## src/rtl/apb_req_arbiter.sv

```systemverilog
// ---------------------------------------------------------------------------
// apb_req_arbiter
// Shares one APB master between NUM_REQ requesters with round-robin
// arbitration. Drives the master's bridge-side inputs (trans/addr/wdata/
// wr_rd) from the granted requester and snoops the APB bus to detect
// transfer completion, then returns a one-cycle ack with read data/error.
//
// Optional feature macro: APB_ARB_LOCK_EN (adds lock_i; lets the acked
// requester keep the grant for one extra IDLE cycle to re-request).
//
// Ports:
//   pclk, preset        clock, synchronous active-high reset
//   req_i   [NUM_REQ]   per-requester request level
//   addr_i  / wdata_i   flattened per-requester address / write data
//   wr_rd_i [NUM_REQ]   1=write, 0=read
//   lock_i  [NUM_REQ]   (APB_ARB_LOCK_EN only) keep grant after ack
//   ack_o   [NUM_REQ]   one-cycle completion pulse
//   rdata_o / err_o     captured prdata / pslverr, valid with ack_o
//   gnt_o   [NUM_REQ]   one-hot current grant
//   trans_o, addr_o, wdata_o, wr_rd_o   requests into the APB master
//   pselx, penable, pready, pslverr, prdata   snooped APB bus
// ---------------------------------------------------------------------------
module apb_req_arbiter #(
    parameter int unsigned NUM_REQ    = 4,
    parameter int unsigned ADDR_WIDTH = 32,
    parameter int unsigned DATA_WIDTH = 32
) (
    input  logic                             pclk,
    input  logic                             preset,
    input  logic [NUM_REQ-1:0]               req_i,
    input  logic [NUM_REQ*ADDR_WIDTH-1:0]    addr_i,
    input  logic [NUM_REQ*DATA_WIDTH-1:0]    wdata_i,
    input  logic [NUM_REQ-1:0]               wr_rd_i,
`ifdef APB_ARB_LOCK_EN
    input  logic [NUM_REQ-1:0]               lock_i,
`endif
    output logic [NUM_REQ-1:0]               ack_o,
    output logic [DATA_WIDTH-1:0]            rdata_o,
    output logic                             err_o,
    output logic [NUM_REQ-1:0]               gnt_o,
    output logic                             trans_o,
    output logic [ADDR_WIDTH-1:0]            addr_o,
    output logic [DATA_WIDTH-1:0]            wdata_o,
    output logic                             wr_rd_o,
    input  logic                             pselx,
    input  logic                             penable,
    input  logic                             pready,
    input  logic                             pslverr,
    input  logic [DATA_WIDTH-1:0]            prdata
);

    localparam int unsigned IDX_W = $clog2(NUM_REQ);

    localparam logic [1:0] S_IDLE = 2'd0;
    localparam logic [1:0] S_BUSY = 2'd1;
    localparam logic [1:0] S_DONE = 2'd2;

    logic [1:0]            r_state;
    logic [NUM_REQ-1:0]    r_gnt;
    logic [NUM_REQ-1:0]    r_ack;
    logic [DATA_WIDTH-1:0] r_rdata;
    logic                  r_err;
    logic [IDX_W-1:0]      r_rr_ptr;

    logic [1:0]            w_state_nxt;
    logic [NUM_REQ-1:0]    w_gnt_nxt;
    logic [NUM_REQ-1:0]    w_ack_nxt;
    logic [DATA_WIDTH-1:0] w_rdata_nxt;
    logic                  w_err_nxt;
    logic [IDX_W-1:0]      w_rr_nxt;

    logic                  w_complete;
    logic [IDX_W-1:0]      w_cur_idx;
    logic [NUM_REQ-1:0]    w_arb_req;
    logic [IDX_W-1:0]      w_arb_ptr;
    logic                  w_arb_found;
    logic [NUM_REQ-1:0]    w_arb_gnt;

`ifdef APB_ARB_LOCK_EN
    logic                  r_lock;
    logic                  w_lock_nxt;
`endif

    assign w_complete = pselx & penable & pready;

    // Index of the currently granted requester (grant is one-hot)
    always_comb begin
        w_cur_idx = '0;
        for (int unsigned k = 0; k < NUM_REQ; k++) begin
            if (r_gnt[k]) w_cur_idx = IDX_W'(k);
        end
    end

    // In DONE the acked requester still holds req_i, so mask it and search
    // from its index (which becomes the new rr pointer this cycle)
    assign w_arb_req = (r_state == S_DONE) ? (req_i & ~r_gnt) : req_i;
    assign w_arb_ptr = (r_state == S_DONE) ? w_cur_idx : r_rr_ptr;

    // Round-robin search: first set request starting at ptr+1 (wrapping)
    always_comb begin
        int unsigned v_idx;
        w_arb_found = 1'b0;
        w_arb_gnt   = '0;
        for (int unsigned i = 1; i <= NUM_REQ; i++) begin
            v_idx = 32'(w_arb_ptr) + i;
            if (v_idx >= NUM_REQ) v_idx = v_idx - NUM_REQ;
            if (!w_arb_found && w_arb_req[IDX_W'(v_idx)]) begin
                w_arb_found                = 1'b1;
                w_arb_gnt[IDX_W'(v_idx)]   = 1'b1;
            end
        end
    end

    // Next-state and next-output logic
    always_comb begin
        w_state_nxt = r_state;
        w_gnt_nxt   = r_gnt;
        w_ack_nxt   = '0;
        w_rdata_nxt = r_rdata;
        w_err_nxt   = r_err;
        w_rr_nxt    = r_rr_ptr;
`ifdef APB_ARB_LOCK_EN
        w_lock_nxt  = 1'b0;
`endif
        case (r_state)
            S_IDLE: begin
`ifdef APB_ARB_LOCK_EN
                // Locked cycle: only the previous owner may re-request
                if (r_lock) begin
                    if (|(req_i & r_gnt)) w_state_nxt = S_BUSY;
                    else                  w_gnt_nxt   = '0;
                end else
`endif
                if (w_arb_found) begin
                    w_gnt_nxt   = w_arb_gnt;
                    w_state_nxt = S_BUSY;
                end
            end
            S_BUSY: begin
                if (w_complete) begin
                    w_state_nxt = S_DONE;
                    w_ack_nxt   = r_gnt;
                    w_err_nxt   = pslverr;
                    if (!wr_rd_o) w_rdata_nxt = prdata;
                end
            end
            S_DONE: begin
                w_rr_nxt = w_cur_idx;
`ifdef APB_ARB_LOCK_EN
                if (lock_i[w_cur_idx]) begin
                    w_lock_nxt  = 1'b1;
                    w_rr_nxt    = r_rr_ptr;
                    w_state_nxt = S_IDLE;
                end else
`endif
                if (w_arb_found) begin
                    w_gnt_nxt   = w_arb_gnt;
                    w_state_nxt = S_BUSY;
                end else begin
                    w_gnt_nxt   = '0;
                    w_state_nxt = S_IDLE;
                end
            end
            default: begin
                w_state_nxt = S_IDLE;
                w_gnt_nxt   = '0;
            end
        endcase
    end

    // State and output registers
    always_ff @(posedge pclk) begin
        if (preset) begin
            r_state  <= S_IDLE;
            r_gnt    <= '0;
            r_ack    <= '0;
            r_rdata  <= '0;
            r_err    <= 1'b0;
            r_rr_ptr <= IDX_W'(NUM_REQ - 1);
`ifdef APB_ARB_LOCK_EN
            r_lock   <= 1'b0;
`endif
        end else begin
            r_state  <= w_state_nxt;
            r_gnt    <= w_gnt_nxt;
            r_ack    <= w_ack_nxt;
            r_rdata  <= w_rdata_nxt;
            r_err    <= w_err_nxt;
            r_rr_ptr <= w_rr_nxt;
`ifdef APB_ARB_LOCK_EN
            r_lock   <= w_lock_nxt;
`endif
        end
    end

    // One-hot OR mux of the granted requester's payload (zero with no grant)
    always_comb begin
        addr_o  = '0;
        wdata_o = '0;
        wr_rd_o = 1'b0;
        for (int unsigned k = 0; k < NUM_REQ; k++) begin
            if (r_gnt[k]) begin
                addr_o  = addr_o  | addr_i[k*ADDR_WIDTH +: ADDR_WIDTH];
                wdata_o = wdata_o | wdata_i[k*DATA_WIDTH +: DATA_WIDTH];
                wr_rd_o = wr_rd_o | wr_rd_i[k];
            end
        end
    end

    // Drop trans in the completion cycle so the master returns to IDLE
    assign trans_o = (r_state == S_BUSY) & ~w_complete;

    assign gnt_o   = r_gnt;
    assign ack_o   = r_ack;
    assign rdata_o = r_rdata;
    assign err_o   = r_err;

endmodule

```

## config.mk

```make
export PLATFORM = sky130hd
export DESIGN_NAME = apb_req_arbiter
export DESIGN_NICKNAME = d
export VERILOG_FILES = /design/src/rtl/apb_req_arbiter.sv
export SDC_FILE = /design/constraint.sdc
export NUM_CORES = 1
export LEC_CHECK = 0
export BUFFER_PORTS_ARGS = -buffer_cell sky130_fd_sc_hd__buf_2
export CAP_MARGIN = 0
export CORE_AREA = 5 5 156 158
export DETAILED_ROUTE_END_ITERATION = 10
export DIE_AREA = 0 0 161 163
export PLACE_DENSITY = 0.52
export RECOVER_POWER = 50
export SYNTH_ARGS = -nofsm -noshare
export SYNTH_HDL_FRONTEND = slang
export SYNTH_SLANG_ARGS = --single-unit
```

## constraint.sdc

```tcl
create_clock -name pclk -period 6.45 [get_ports pclk]
set_clock_uncertainty 0.2 [all_clocks]
set_input_delay 0.3225 -clock pclk [delete_from_list [all_inputs] [get_ports pclk]]
set_output_delay 0.3225 -clock pclk [all_outputs]
set_load 0.01 [all_outputs]
```

==> results.rst, run 1 <==
.. list-table::
   :header-rows: 1

   * - Metric
     - Value
   * - Setup repair after global routing missed its margin
     - no
   * - Min Tclk post-route
     - 4.526 ns
   * - Post-synthesis sequential area ratio
     - about a quarter
   * - Die Width
     - 161 um
   * - Min-Delay Path Class
     - in -> reg
   * - Initial core utilization
     - 15.72%
   * - PwrDens
     - 168.1 nW/um2
   * - CP required
     - between 5 and 6 ns
   * - Remaining routing DRC violations
     - 0
   * - Average cell area after synthesis
     - 7.942 um2
   * - Maximum level of the CTS H-tree
     - 2
   * - Total clock buffers created by CTS
     - 5
   * - Share of flip-flops with an asynchronous set or reset after synthesis
     - 0%
   * - Actual transition at the worst max-transition pin
     - 3.195 ns
   * - Post-route clock period utilization
     - around 70%
   * - Detailed placer's ending HPWL
     - 14.82 mm
   * - Area growth syn-to-layout
     - 63.23%
   * - Startpoint of the most critical setup path
     - gnt_o[3]
   * - Sequential cell area
     - roughly 900 um2
   * - Via-per-instance ratio
     - 4.470
   * - Maximum resistive drop on vdd
     - 0.0001183 V
   * - Largest fanout on the critical path
     - 65
   * - Synthesized instance count
     - 455
   * - Buffer levels on the longest clock path
     - 2
   * - Iteration-0 DRC count of the detailed router
     - between 200 and 300
   * - Main flop type after synthesis
     - sky130_fd_sc_hd__dfxtp_1
   * - Multi-input logic area
     - approximately 2500 um2
   * - WL per Instance
     - 16.40 um
   * - Clock Sink Count
     - 45
   * - Top cell type by total area after synthesis
     - sky130_fd_sc_hd__a22oi_1
   * - Num ports
     - 409
   * - Fraction of synthesized cell area taken by the top area cell type
     - 27.01%
   * - Part of the total power dissipated in combinational logic
     - between 30 and 40%
   * - Most instantiated cells after synthesis
     - sky130_fd_sc_hd__a22oi_1, sky130_fd_sc_hd__nand2_1, sky130_fd_sc_hd__dfxtp_1, sky130_fd_sc_hd__mux2i_1, sky130_fd_sc_hd__nor2_1
   * - Root buf cell
     - sky130_fd_sc_hd__clkbuf_16
   * - Final hold vios
     - 0
   * - Post-CTS Setup Inserts
     - 0
   * - Max-Cap Viols
     - 3
   * - Final setup violation count
     - 0
   * - First-pass GRT wire length
     - roughly 27 mm
   * - Total Die Area
     - 26240 um2
   * - Resized Gates After CTS
     - 0
   * - GPL Wtd Cong
     - ~0.79
   * - Switching Share
     - a little over a third
   * - Arrival @ worst endpoint
     - around 4 ns
   * - Path depth of the worst reg2reg path
     - 8
   * - Die Y-Extent
     - 163 um
   * - Failing checks
     - max-capacitance violations, max-slew violations
   * - Clock share of power
     - 31.2%
   * - Minimum setup slack among reg-to-reg paths
     - 2.08 ns
   * - Cell area after placement
     - between 5000 and 6000 um2
   * - Worst hold path depth
     - 3
   * - Area of the placeable core
     - 22980 um2
   * - Crit end category
     - output pin
   * - Launch point of the worst reg-to-reg path
     - gnt_o[1]
   * - Number of flops mapped to enable cells by yosys
     - 0
   * - Overall track demand over capacity in global routing
     - 12.43%
   * - Worst setup path category
     - reg -> out
   * - Netlist area before placement
     - 3613 um2
   * - Layout cell share with drive strength beyond 1
     - about 44%
   * - Clock insertion delay at the later pin of the skew report
     - 0.29 ns
   * - Achievable frequency
     - ~220 MHz
   * - Launching element type of the critical path
     - flip-flop
   * - Count of port buffers added during placement
     - approximately 400
   * - Number of antenna-violating nets in the routed design
     - 0
   * - Number of filler cells placed in the layout
     - 2574
   * - Antenna Cells
     - 0
   * - Final-stage net count
     - about 1.1k
   * - Number of nets produced by synthesis
     - about 770
   * - Total of flip-flops plus latches after synthesis
     - 45
   * - Initial antenna violation count
     - 0
   * - Cell area after layout
     - 5898 um2
   * - Clock edge transition at the registers on the reported setup and hold paths
     - 0.07 ns
   * - Top cells by area in the synthesized netlist
     - sky130_fd_sc_hd__a22oi_1, sky130_fd_sc_hd__dfxtp_1, sky130_fd_sc_hd__mux2i_1
   * - Internal portion of total power
     - 645.0 uW
   * - Lkg Pwr
     - ~3.1 nW
   * - Endpoint of the lowest-slack register-to-register path
     - gnt_o[2]
   * - Hold-fix buffers, CTS
     - 0
   * - Final total negative setup slack
     - 0 ns
   * - Portion of total power attributed to sequential cells
     - between 30% and 40%
   * - Top-count cell post-synth
     - sky130_fd_sc_hd__a22oi_1
   * - Run status
     - complete, but fails checks
   * - Tightest slew margin relative to the limit
     - -113.0%
   * - Total wire length
     - between 15 and 20 mm
   * - Global route overflow
     - 0
   * - Net switching power
     - about 350 uW
   * - Number of global-route vias before repair
     - 4895
   * - Detailed Routing Iterations Pass 1
     - 5
   * - Critical Path End
     - addr_o[30]
   * - Number of warnings reported in the yosys synthesis log
     - 0
   * - Number of rows in the core area
     - 56
   * - Clock tree from TritonCTS
     - built
   * - Vias
     - a little over 5k
   * - Final Max Tran Viols
     - around 110
   * - Pin count of the biggest net entering global routing
     - 66
   * - Count of distinct cell types in the synthesized netlist
     - 49
critical path, cell delays in order (launching register included):
cell	delay, ns
sky130_fd_sc_hd__dfxtp_1	0.64
sky130_fd_sc_hd__clkbuf_1	2.25
sky130_fd_sc_hd__a22oi_1	0.37
sky130_fd_sc_hd__nand2_1	0.16
sky130_fd_sc_hd__buf_2	0.19
cell type report:
class                      count  share of cell area (%)
clock buffer                   5                   2.121
clock inverter                 3                  0.8061
inverter                       7                  0.4455
sequential                    45                   15.27
timing repair buffer         412                   33.64
tap                          290                   6.152
multi-input combinational    364                   41.56
power groups by stage:
stage / logic (mW) / clock network [mW] / registers (mW)
final: 0.372 / 0.309 / 0.310
after global routing: 0.412 / 0.331 / 0.312
after CTS: 0.384 / 0.322 / 0.311
after detailed placement: 0.383 / 0 / 0.317
after global placement: 0.382 / 0 / 0.317
after floorplan: 0.199 / 0 / 0.299
stage by stage:
stage	utilization, %	hold slack, ns	instances	total power, mW	setup WS (ns)
floorplan	-	0.2559	455	0.4979	3.437
global placement	25.35	0.2703	1118	0.6988	2.979
detailed placement	25.35	0.2813	1118	0.6999	2.948
CTS	26.10	0.04927	1126	1.016	2.919
global route	25.66	0.05858	1126	1.056	1.465
finish	25.66	0.05912	1126	0.9914	1.924
routing by layer:
metal / up-vias / wire, um / share of wire [%] / GRT usage [%]
met3: 12 / 1884 / 10 / 4.303
li1: 2488 / - / - / -
met1: 2285 / 7194 / 39 / 14.49
met4: 0 / 136 / 0.74 / 2.288
met5: - / 0 / 0 / 0
met2: 248 / 9251 / 50 / 22.29
sequential cells by signal, indices dropped and copies added (netlist names):
register	count
rdata_o	32
ack_o	4
gnt_o	4
r_rr_ptr	2
r_state	2
err_o	1
worst min-delay path by stage:
stage	from	end	slack, ns
6_report	prdata[31]	rdata_o[31]	0.06
5_1_grt	prdata[28]	rdata_o[28]	0.06
4_1_cts	prdata[30]	rdata_o[30]	0.05
3_5_place_dp	rdata_o[24]	rdata_o[24]	0.28
3_3_place_gp	rdata_o[8]	rdata_o[8]	0.27
2_1_floorplan	pslverr	err_o	0.26
cell usage in the layout (no fill, tap or decap), drive strengths merged, types with 2 or more instances in the layout:
master   instances
and2b            2
and2             3
or2              2
clkbuf          73
nor4             2
nand2b           6
nand3            6
a21boi           4
a221oi           2
nor2            35
buf            344
a211oi           2
nor3             6
ha               8
a311oi           4
dfxtp           45
mux2             2
inv              9
and3             6
o21ai            5
nand3b           3
nor2b            4
or3              2
a2111oi          4
mux2i           37
a22oi          130
o211ai           4
nand2           74
logic make-up after synthesis:
| family | after synthesis | share of synthesized area (%) |
|---|---|---|
| compound gates | 161 | 33.97 |
| fa+ha+maj | 8 | 2.770 |
| buf+inv | 46 | 7.167 |
| flops | 45 | 24.93 |
| mux | 39 | 10.98 |
| simple gates | 156 | 20.19 |
Note: power is estimated with default switching activity, not from simulation.
==> run 2, diff against run 1 <==
ABC_AREA = 1   (was not set)
clock period = 4.2 ns   (was 6.45 ns; I/O delays follow)
==> run 2 against run 1 <==
Net effect:
- sequential share of layout area shrank 0.72 points
- hold slack got worse by 0.051 ns
- synthesized cell count up 40%
- register-to-register slack got worse by 1.0 ns
- combinational power grew 43%
- wire length is 2.9% higher
- total power is 41% higher
- area after synthesis fell by 1.9%
- the flow still finishes with violations (max-capacitance violations, max-slew violations)
- cell count increased by 19%
- sequential cell count did not move
- first-iteration DRC count fell by 8.6%
==> results.rst, run 2 <==
.. list-table::
   :header-rows: 1

   * - Metric
     - Value
   * - Top-count cell post-synth
     - sky130_fd_sc_hd__nand2_1
   * - Die Y-Extent
     - 163 um (unchanged)
   * - Startpoint of the most critical setup path
     - gnt_o[1]
   * - Count of distinct cell types in the synthesized netlist
     - 24 (-51%)
   * - Root buf cell
     - sky130_fd_sc_hd__clkbuf_16
   * - Post-route clock period utilization
     - between 70% and 80%
   * - Via-per-instance ratio
     - 4.273 (-4.4%)
   * - Most instantiated cells after synthesis
     - sky130_fd_sc_hd__nand2_1, sky130_fd_sc_hd__nor2_1, sky130_fd_sc_hd__nand4_1, sky130_fd_sc_hd__dfxtp_1, sky130_fd_sc_hd__o21ai_0
   * - Commonest non-fill, non-tap cell in the layout
     - sky130_fd_sc_hd__buf_2
   * - Total clock buffers created by CTS
     - 5 (unchanged)
   * - Final setup violation count
     - 0 (unchanged)
   * - Maximum level of the CTS H-tree
     - 2 (unchanged)
   * - Resized Gates After CTS
     - 0 (unchanged)
   * - Achievable frequency
     - 320.3 MHz
   * - Min Tclk post-route
     - 3.122 ns
   * - Multi-input logic area
     - 2401 um2 (-2.0%)
   * - Flip-flop count of the largest register after layout
     - 32 (unchanged)
   * - Largest fanout on the critical path
     - 51 (-22%)
   * - WL per Instance
     - 14.16 um (-14%)
   * - Detailed placer's ending HPWL
     - 15.10 mm (+1.9%)
   * - Number of flops mapped to enable cells by yosys
     - 0 (unchanged)
   * - Number of global-route vias before repair
     - 5697 (+16%)
   * - Top cell type by total area after synthesis
     - sky130_fd_sc_hd__nand2_1
   * - Initial antenna violation count
     - 0 (unchanged)
   * - Iteration-0 DRC count of the detailed router
     - 256 (-8.6%)
   * - Num ports
     - 409 (unchanged)
   * - Number of rows in the core area
     - 56 (unchanged)
   * - Clock edge transition at the registers on the reported setup and hold paths
     - 0.07 ns (about the same)
   * - Post-CTS Setup Inserts
     - 0 (unchanged)
   * - Endpoint of the lowest-slack register-to-register path
     - gnt_o[3]
   * - Worst setup path category
     - reg -> out
   * - Clock Sink Count
     - 45 (unchanged)
   * - Sequential cell area
     - 903.4 um2 (+0.28%)
   * - Initial core utilization
     - 15.42% (-0.30 points)
   * - Post-synthesis sequential area ratio
     - 25.41% (+0.48 points)
   * - Hold-fix buffers, CTS
     - 31 (+31)
   * - Final-stage net count
     - 1361 (+19%)
   * - Vias
     - 5735 (+14%)
   * - Number of antenna-violating nets in the routed design
     - 0 (unchanged)
   * - Final Max Tran Viols
     - 137 (+28%)
   * - Tightest slew margin relative to the limit
     - -3.972% (+110 points)
   * - Share of flip-flops with an asynchronous set or reset after synthesis
     - 0% (unchanged)
   * - GPL Wtd Cong
     - 0.8531 (+7.8%)
   * - Cell area after layout
     - 6207 um2 (+5.2%)
   * - Worst Hold Margin
     - 0.008381 ns (-0.05074 ns)
   * - Global route overflow
     - 0 (unchanged)
   * - Minimum setup slack among reg-to-reg paths
     - 1.08 ns (-1.00 ns)
   * - Maximum resistive drop on vdd
     - 0.0001457 V (+23%)
   * - Main flop type after synthesis
     - sky130_fd_sc_hd__dfxtp_1
   * - Average cell area after synthesis
     - 5.547 um2 (-30%)
   * - CP required
     - 3.79 ns (-2.14 ns)
   * - Arrival @ worst endpoint
     - 2.71 ns (-1.29 ns)
   * - Min-Delay Path Class
     - in -> reg
   * - Overall track demand over capacity in global routing
     - 13.17% (+0.75 points)
   * - PwrDens
     - 224.6 nW/um2 (+34%)
   * - Count of port buffers added during placement
     - 408 (unchanged)
   * - Remaining routing DRC violations
     - 0 (unchanged)
   * - Antenna Cells
     - 0 (unchanged)
   * - Launch point of the worst reg-to-reg path
     - gnt_o[1]
   * - Total of flip-flops plus latches after synthesis
     - 45 (unchanged)
   * - Buffer levels on the longest clock path
     - 2 (unchanged)
   * - Lkg Pwr
     - 3.083 nW (-1.1%)
   * - Failing checks
     - max-capacitance violations, max-slew violations
   * - Detailed Routing Iterations Pass 1
     - 4 (-1)
   * - Total Die Area
     - 26240 um2 (unchanged)
   * - Launching element type of the critical path
     - flip-flop
   * - Final total negative setup slack
     - 0 ns (unchanged)
   * - Number of filler cells placed in the layout
     - 2613 (+1.5%)
   * - Clock insertion delay at the later pin of the skew report
     - 0.29 ns (about the same)
   * - First-pass GRT wire length
     - 28.40 mm (+6.6%)
   * - Total wire length
     - 19.00 mm (+2.9%)
   * - Die Width
     - 161 um (unchanged)
   * - Run status
     - complete, but fails checks
   * - Synthesized instance count
     - 639 (+40%)
   * - Area of the placeable core
     - 22980 um2 (unchanged)
   * - Number of nets produced by synthesis
     - 949 (+24%)
   * - Fraction of synthesized cell area taken by the top area cell type
     - 31.98% (+5.0 points)
   * - Final hold vios
     - 0 (unchanged)
   * - Netlist area before placement
     - 3545 um2 (-1.9%)
   * - Area growth syn-to-layout
     - 75.11%
   * - Final std cells w/o fill
     - 1342 (+19%)
   * - Pin count of the biggest net entering global routing
     - 69 (+4.5%)
   * - Cell area after placement
     - 5836 um2 (+0.17%)
   * - Placed cell count
     - 1303 (+17%)
   * - Clock tree from TritonCTS
     - built
   * - Most frequent cells in the layout
     - sky130_fd_sc_hd__buf_2, sky130_fd_sc_hd__nand2_1, sky130_fd_sc_hd__nor2_1, sky130_fd_sc_hd__nand4_1, sky130_fd_sc_hd__clkbuf_1
   * - Top cells by area in the synthesized netlist
     - sky130_fd_sc_hd__nand2_1, sky130_fd_sc_hd__dfxtp_1, sky130_fd_sc_hd__nand4_1
   * - Worst setup slack after placement
     - 1.416 ns (-1.533 ns)
   * - Actual transition at the worst max-transition pin
     - 1.560 ns (-1.636 ns)
   * - Setup repair after global routing missed its margin
     - no
   * - Max-Cap Viols
     - 2 (-1)
   * - Crit end category
     - output pin
   * - Number of warnings reported in the yosys synthesis log
     - 0 (unchanged)
   * - Path depth of the worst reg2reg path
     - 14 (+6)
   * - Critical Path End
     - wdata_o[22]
   * - Final worst setup slack
     - 1.078 ns (-0.8467 ns)
   * - Layout cell share with drive strength beyond 1
     - 35.84% (-8.1 points)
[run 2: cell count changes in the layout (fill, tap and decap cells not counted), moves of 31 or more]
| cell | delta |
|---|---|
| sky130_fd_sc_hd__a22oi_1 | -130 |
| sky130_fd_sc_hd__dlygate4sd3_1 | +31 |
| sky130_fd_sc_hd__mux2i_1 | -37 |
| sky130_fd_sc_hd__nand2_1 | +228 |
| sky130_fd_sc_hd__nand4_1 | +68 |
| sky130_fd_sc_hd__nor2_1 | +34 |
[run 2: worst min path at each step]
| stage | from | cells after the start | endpoint |
|---|---|---|---|
| detailed placement | preset | 2 | gnt_o[2] |
| global placement | pslverr | 3 | err_o |
| CTS | prdata[27] | 3 | rdata_o[27] |
| floorplan | preset | 1 | gnt_o[0] |
| finish | prdata[27] | 3 | rdata_o[27] |
| global route | prdata[17] | 3 | rdata_o[17] |
[run 2: power breakdown]
| group | switching, mW | leakage [nW] | internal, mW |
|---|---|---|---|
| combinational | 0.291 | 2.65 | 0.241 |
| clock | 0.176 | 0.0708 | 0.225 |
| sequential | 0.0204 | 0.366 | 0.442 |
| total | 0.487 | 3.08 | 0.907 |
[run 2: layout make-up]
cell class              instances  area share, %
clock buffers                   5          2.016
multi-input cells             532          38.68
flip-flops and latches         45          14.55
clock inverters                 3         0.4031
well taps                     290          5.846
repair buffers                444          37.11
inverters                      23          1.391
[run 2: critical path, stage by stage, from the launching register on]
cell,delay [ns]
sky130_fd_sc_hd__dfxtp_1,0.87
sky130_fd_sc_hd__clkbuf_2,0.96
sky130_fd_sc_hd__nand2_1,0.27
sky130_fd_sc_hd__nand4_1,0.17
sky130_fd_sc_hd__buf_2,0.14
[run 2: cells by family after synthesis]
group | synth area share (%)
fa+ha+maj | 2.824
flops | 25.41
compound gates | 6.354
buf+inv | 6.848
simple gates | 58.56
[run 2: stage by stage]
step	power [mW]	utilization, %
6_report	1.394	27.01
5_1_grt	1.489	27.01
4_1_cts	1.424	27.40
3_5_place_dp	0.9945	25.39
3_3_place_gp	0.9954	25.39
2_1_floorplan	0.7003	-
[run 2: routing by layer]
layer  share of wire (%)  vias to the layer above  track usage, %  wire, um
li1                    -                     2901               -         -
met1                  40                     2547           16.32      7659
met2                  50                      264           23.62      9575
met3                 7.2                       23           2.151      1377
met4                 2.0                        0           3.722       389
met5                   0                        -               0         0
==> run 3, diff against run 2 <==
ABC_AREA = 0   (was 1)
clock period = 3 ns   (was 4.2 ns; I/O delays follow)
==> run 3 against run 2 <==
Net effect:
- the run now ends clean
- register-to-register slack lost 0.97 ns
- global-route usage about the same
- final area grew 1.8%
- wire length is 1.8% higher
- clock power up 40%
- worst setup slack got worse by 0.97 ns
- core utilization grew 0.50 points
- critical path depth grew 4
- critical path type is now reg -> reg
- critical endpoint is now gnt_o[1]
- largest cell class unchanged
==> results.rst, run 3 (synthesis gave the netlist of run 1 again) <==
.. list-table::
   :header-rows: 1

   * - Metric
     - Value
   * - Achievable frequency
     - between 300 and 400 MHz
   * - Commonest non-fill, non-tap cell in the layout
     - sky130_fd_sc_hd__buf_2
   * - Clock share of power
     - 27.0% (-1.7 points)
   * - Buffer levels on the longest clock path
     - 2 (unchanged)
   * - Setup repair after global routing missed its margin
     - no
   * - Vias
     - 5324 (-7.2%)
   * - Final hold vios
     - 0 (unchanged)
   * - Source of the worst hold timing path
     - preset
   * - Minimum setup slack among reg-to-reg paths
     - 0.11 ns (-0.97 ns)
   * - Global route overflow
     - 0 (unchanged)
   * - Remaining routing DRC violations
     - 0 (unchanged)
   * - Clock Sink Count
     - 45 (unchanged)
   * - Worst setup path category
     - reg -> reg
   * - Via-per-instance ratio
     - 4.543 (+6.3%)
   * - CP peak stage delay
     - 0.57 ns (-0.39 ns)
   * - Maximum level of the CTS H-tree
     - 2 (unchanged)
   * - Post-route clock period utilization
     - 96.37%
   * - Clock edge transition at the registers on the reported setup and hold paths
     - 0.07 ns (about the same)
   * - Number of antenna-violating nets in the routed design
     - 0 (unchanged)
   * - Total power
     - 2.080 mW (+49%)
   * - Launch point of the worst reg-to-reg path
     - gnt_o[2]
   * - Total Die Area
     - 26240 um2 (unchanged)
   * - GPL Wtd Cong
     - 0.7994 (-6.3%)
   * - Cell area after layout
     - 6321 um2 (+1.8%)
   * - WL per Instance
     - 16.50 um (+17%)
   * - CP required
     - 2.95 ns (-0.84 ns)
   * - Final total negative setup slack
     - 0 ns (unchanged)
   * - Initial core utilization
     - 15.72% (+0.30 points)
   * - Detailed Routing Iterations Pass 1
     - 5 (+1)
   * - Lkg Pwr
     - 3.317 nW (+7.6%)
   * - Slowest cell on the critical path
     - sky130_fd_sc_hd__or4_4
   * - Root buf cell
     - sky130_fd_sc_hd__clkbuf_16
   * - Placed cell count
     - 1131 (-13%)
   * - Die Y-Extent
     - 163 um (unchanged)
   * - Pin count of the biggest net entering global routing
     - 44 (-36%)
   * - Launching element type of the critical path
     - flip-flop
   * - Iteration-0 DRC count of the detailed router
     - 432 (+69%)
   * - Count of port buffers added during placement
     - 408 (unchanged)
   * - Tightest slew margin relative to the limit
     - 31.00% (+35 points)
   * - Number of filler cells placed in the layout
     - 2535 (-3.0%)
   * - Cell area after placement
     - 5923 um2 (+1.5%)
   * - Part of the total power dissipated in combinational logic
     - 42.8% (+4.7 points)
   * - Clock insertion delay at the later pin of the skew report
     - 0.29 ns (about the same)
   * - Crit end category
     - flip-flop
   * - Flip-flop count of the largest register after layout
     - 32 (unchanged)
   * - Min-Delay Path Class
     - in -> reg
   * - Number of rows in the core area
     - 56 (unchanged)
   * - Worst path bufs/invs
     - 0 (-2)
   * - Run status
     - finished, final reports clean
   * - Area growth syn-to-layout
     - 74.93%
   * - Worst hold path endpoint
     - rdata_o[1]
   * - Overall track demand over capacity in global routing
     - 13.20% (+0.027 points)
   * - Clock tree from TritonCTS
     - built
   * - Final setup violation count
     - 0 (unchanged)
   * - Path depth of the worst reg2reg path
     - 8 (-6)
   * - Portion of total power attributed to sequential cells
     - 30.2% (-2.9 points)
   * - Worst setup slack after placement
     - 0.08402 ns (-1.332 ns)
   * - Final worst setup slack
     - 0.1088 ns (-0.9688 ns)
   * - Total clock buffers created by CTS
     - 5 (unchanged)
   * - Final-stage net count
     - 1191 (-12%)
   * - Area of the placeable core
     - 22980 um2 (unchanged)
   * - Layout cell share with drive strength beyond 1
     - 44.22% (+8.4 points)
   * - Most frequent cells in the layout
     - sky130_fd_sc_hd__buf_2, sky130_fd_sc_hd__a22oi_1, sky130_fd_sc_hd__nand2_1, sky130_fd_sc_hd__clkbuf_1, sky130_fd_sc_hd__dfxtp_1
   * - Internal portion of total power
     - 1.334 mW (+47%)
   * - Total wire length
     - 19.34 mm (+1.8%)
   * - PwrDens
     - 329.0 nW/um2 (+46%)
   * - Series of cell instances along the critical path
     - and2b_4, or3_1, o21ai_2, ha_1, or4_4, and3_1, a2111oi_1, a311oi_1
   * - Num ports
     - 409 (unchanged)
   * - Final std cells w/o fill
     - 1172 (-13%)
   * - Maximum resistive drop on vdd
     - 0.0002299 V (+58%)
   * - Largest fanout on the critical path
     - 5 (-90%)
   * - Min Tclk post-route
     - 2.891 ns
   * - First-pass GRT wire length
     - 28.35 mm (-0.17%)
   * - Worst hold path depth
     - 2 (-1)
   * - Endpoint of the lowest-slack register-to-register path
     - gnt_o[1]
   * - Die Width
     - 161 um (unchanged)
   * - Detailed placer's ending HPWL
     - 15.36 mm (+1.7%)
   * - Switching Share
     - 35.84% (+0.90 points)
   * - Arrival @ worst endpoint
     - 2.84 ns (+0.13 ns)
   * - Net switching power
     - 745.4 uW (+53%)
   * - CP delay by family, top
     - simple AND/OR/NAND/NOR gates
   * - Max-Cap Viols
     - 0 (-2)
   * - Initial antenna violation count
     - 0 (unchanged)
   * - Actual transition at the worst max-transition pin
     - 1.035 ns (-0.5245 ns)
   * - Final Max Tran Viols
     - 0 (-100%)
   * - Antenna Cells
     - 0 (unchanged)
   * - Number of global-route vias before repair
     - 5271 (-7.5%)
-- run 3: changes by cell type in the layout (fill, tap and decap cells not counted), moves of 6 or more --
cell / change
sky130_fd_sc_hd__nand2_1: -228
sky130_fd_sc_hd__a22oi_1: +130
sky130_fd_sc_hd__nand4_1: -68
sky130_fd_sc_hd__mux2i_1: +37
sky130_fd_sc_hd__nor2_1: -34
sky130_fd_sc_hd__o21ai_0: -29
sky130_fd_sc_hd__nand3_1: -24
sky130_fd_sc_hd__inv_1: -12
sky130_fd_sc_hd__buf_4: +11
sky130_fd_sc_hd__a21oi_1: -6
-- run 3: routing by layer --
metal / global-route usage, % / vias to the layer above / routed length [um]
met1: 15.96 / 2431 / 7546
met3: 4.505 / 15 / 2156
met5: 0 / - / 0
met2: 23.14 / 295 / 9468
li1: - / 2583 / -
met4: 2.171 / 0 / 172
-- run 3: worst reg2reg max path: stages (launching register included) --
cell and delay (ns):
sky130_fd_sc_hd__dfxtp_2 0.34, sky130_fd_sc_hd__and2b_4 0.20, sky130_fd_sc_hd__or3_1 0.32, sky130_fd_sc_hd__o21ai_2 0.08, sky130_fd_sc_hd__ha_1 0.29, sky130_fd_sc_hd__or4_4 0.58, sky130_fd_sc_hd__and3_1 0.20, sky130_fd_sc_hd__a2111oi_1 0.41
sky130_fd_sc_hd__a311oi_1 0.14
-- run 3: layout make-up --
class / instances / area (um2) / share of cell area, %
inverter: 7 / 26.28 / 0.4157
multi-input combinational: 364 / 2474 / 39.13
sequential: 45 / 905.9 / 14.33
clock buffer: 6 / 128.9 / 2.039
timing repair buffer: 458 / 2409 / 38.10
tap: 290 / 362.8 / 5.740
clock inverter: 2 / 15.01 / 0.2375
-- run 3: power by group through the flow --
stage          Combinational [mW]  Sequential [mW]  Clock (mW)
2_1_floorplan               0.427            0.644           0
3_3_place_gp                0.877            0.641           0
3_5_place_dp                0.874            0.641           0
4_1_cts                     0.910            0.628       0.574
5_1_grt                     0.978            0.629       0.602
6_report                    0.891            0.627       0.562
-- run 3: what timing repair did --
action | CTS | global route
hold buffers | 33 | 0
setup buffers | 0 | 0
setup endpoints to repair | 0 | 4
resized for setup | 0 | 7
endpoints found under the hold margin | 33 | 0
-- run 3: how the worst max path moves through the flow --
| stage | startpoint | end | slack (ns) | cells past startpoint |
|---|---|---|---|---|
| floorplan | gnt_o[1] | gnt_o[2] | 0.007 | 9 |
| global placement | r_state[1] | gnt_o[1] | 0.13 | 7 |
| detailed placement | r_state[1] | gnt_o[1] | 0.08 | 7 |
| CTS | r_state[1] | gnt_o[1] | 0.05 | 7 |
| global route | gnt_o[2] | gnt_o[0] | 0.02 | 9 |
| finish | gnt_o[2] | gnt_o[1] | 0.11 | 8 |
-- run 3: through the flow --
| stage | hold slack (ns) | util, % |
|---|---|---|
| after floorplan | 0.08337 | - |
| after CTS | 0.03679 | 27.84 |
| after detailed placement | 0.1887 | 25.77 |
| final | 0.04468 | 27.50 |
| after global routing | 0.05112 | 27.50 |
| after global placement | 0.1772 | 25.77 |
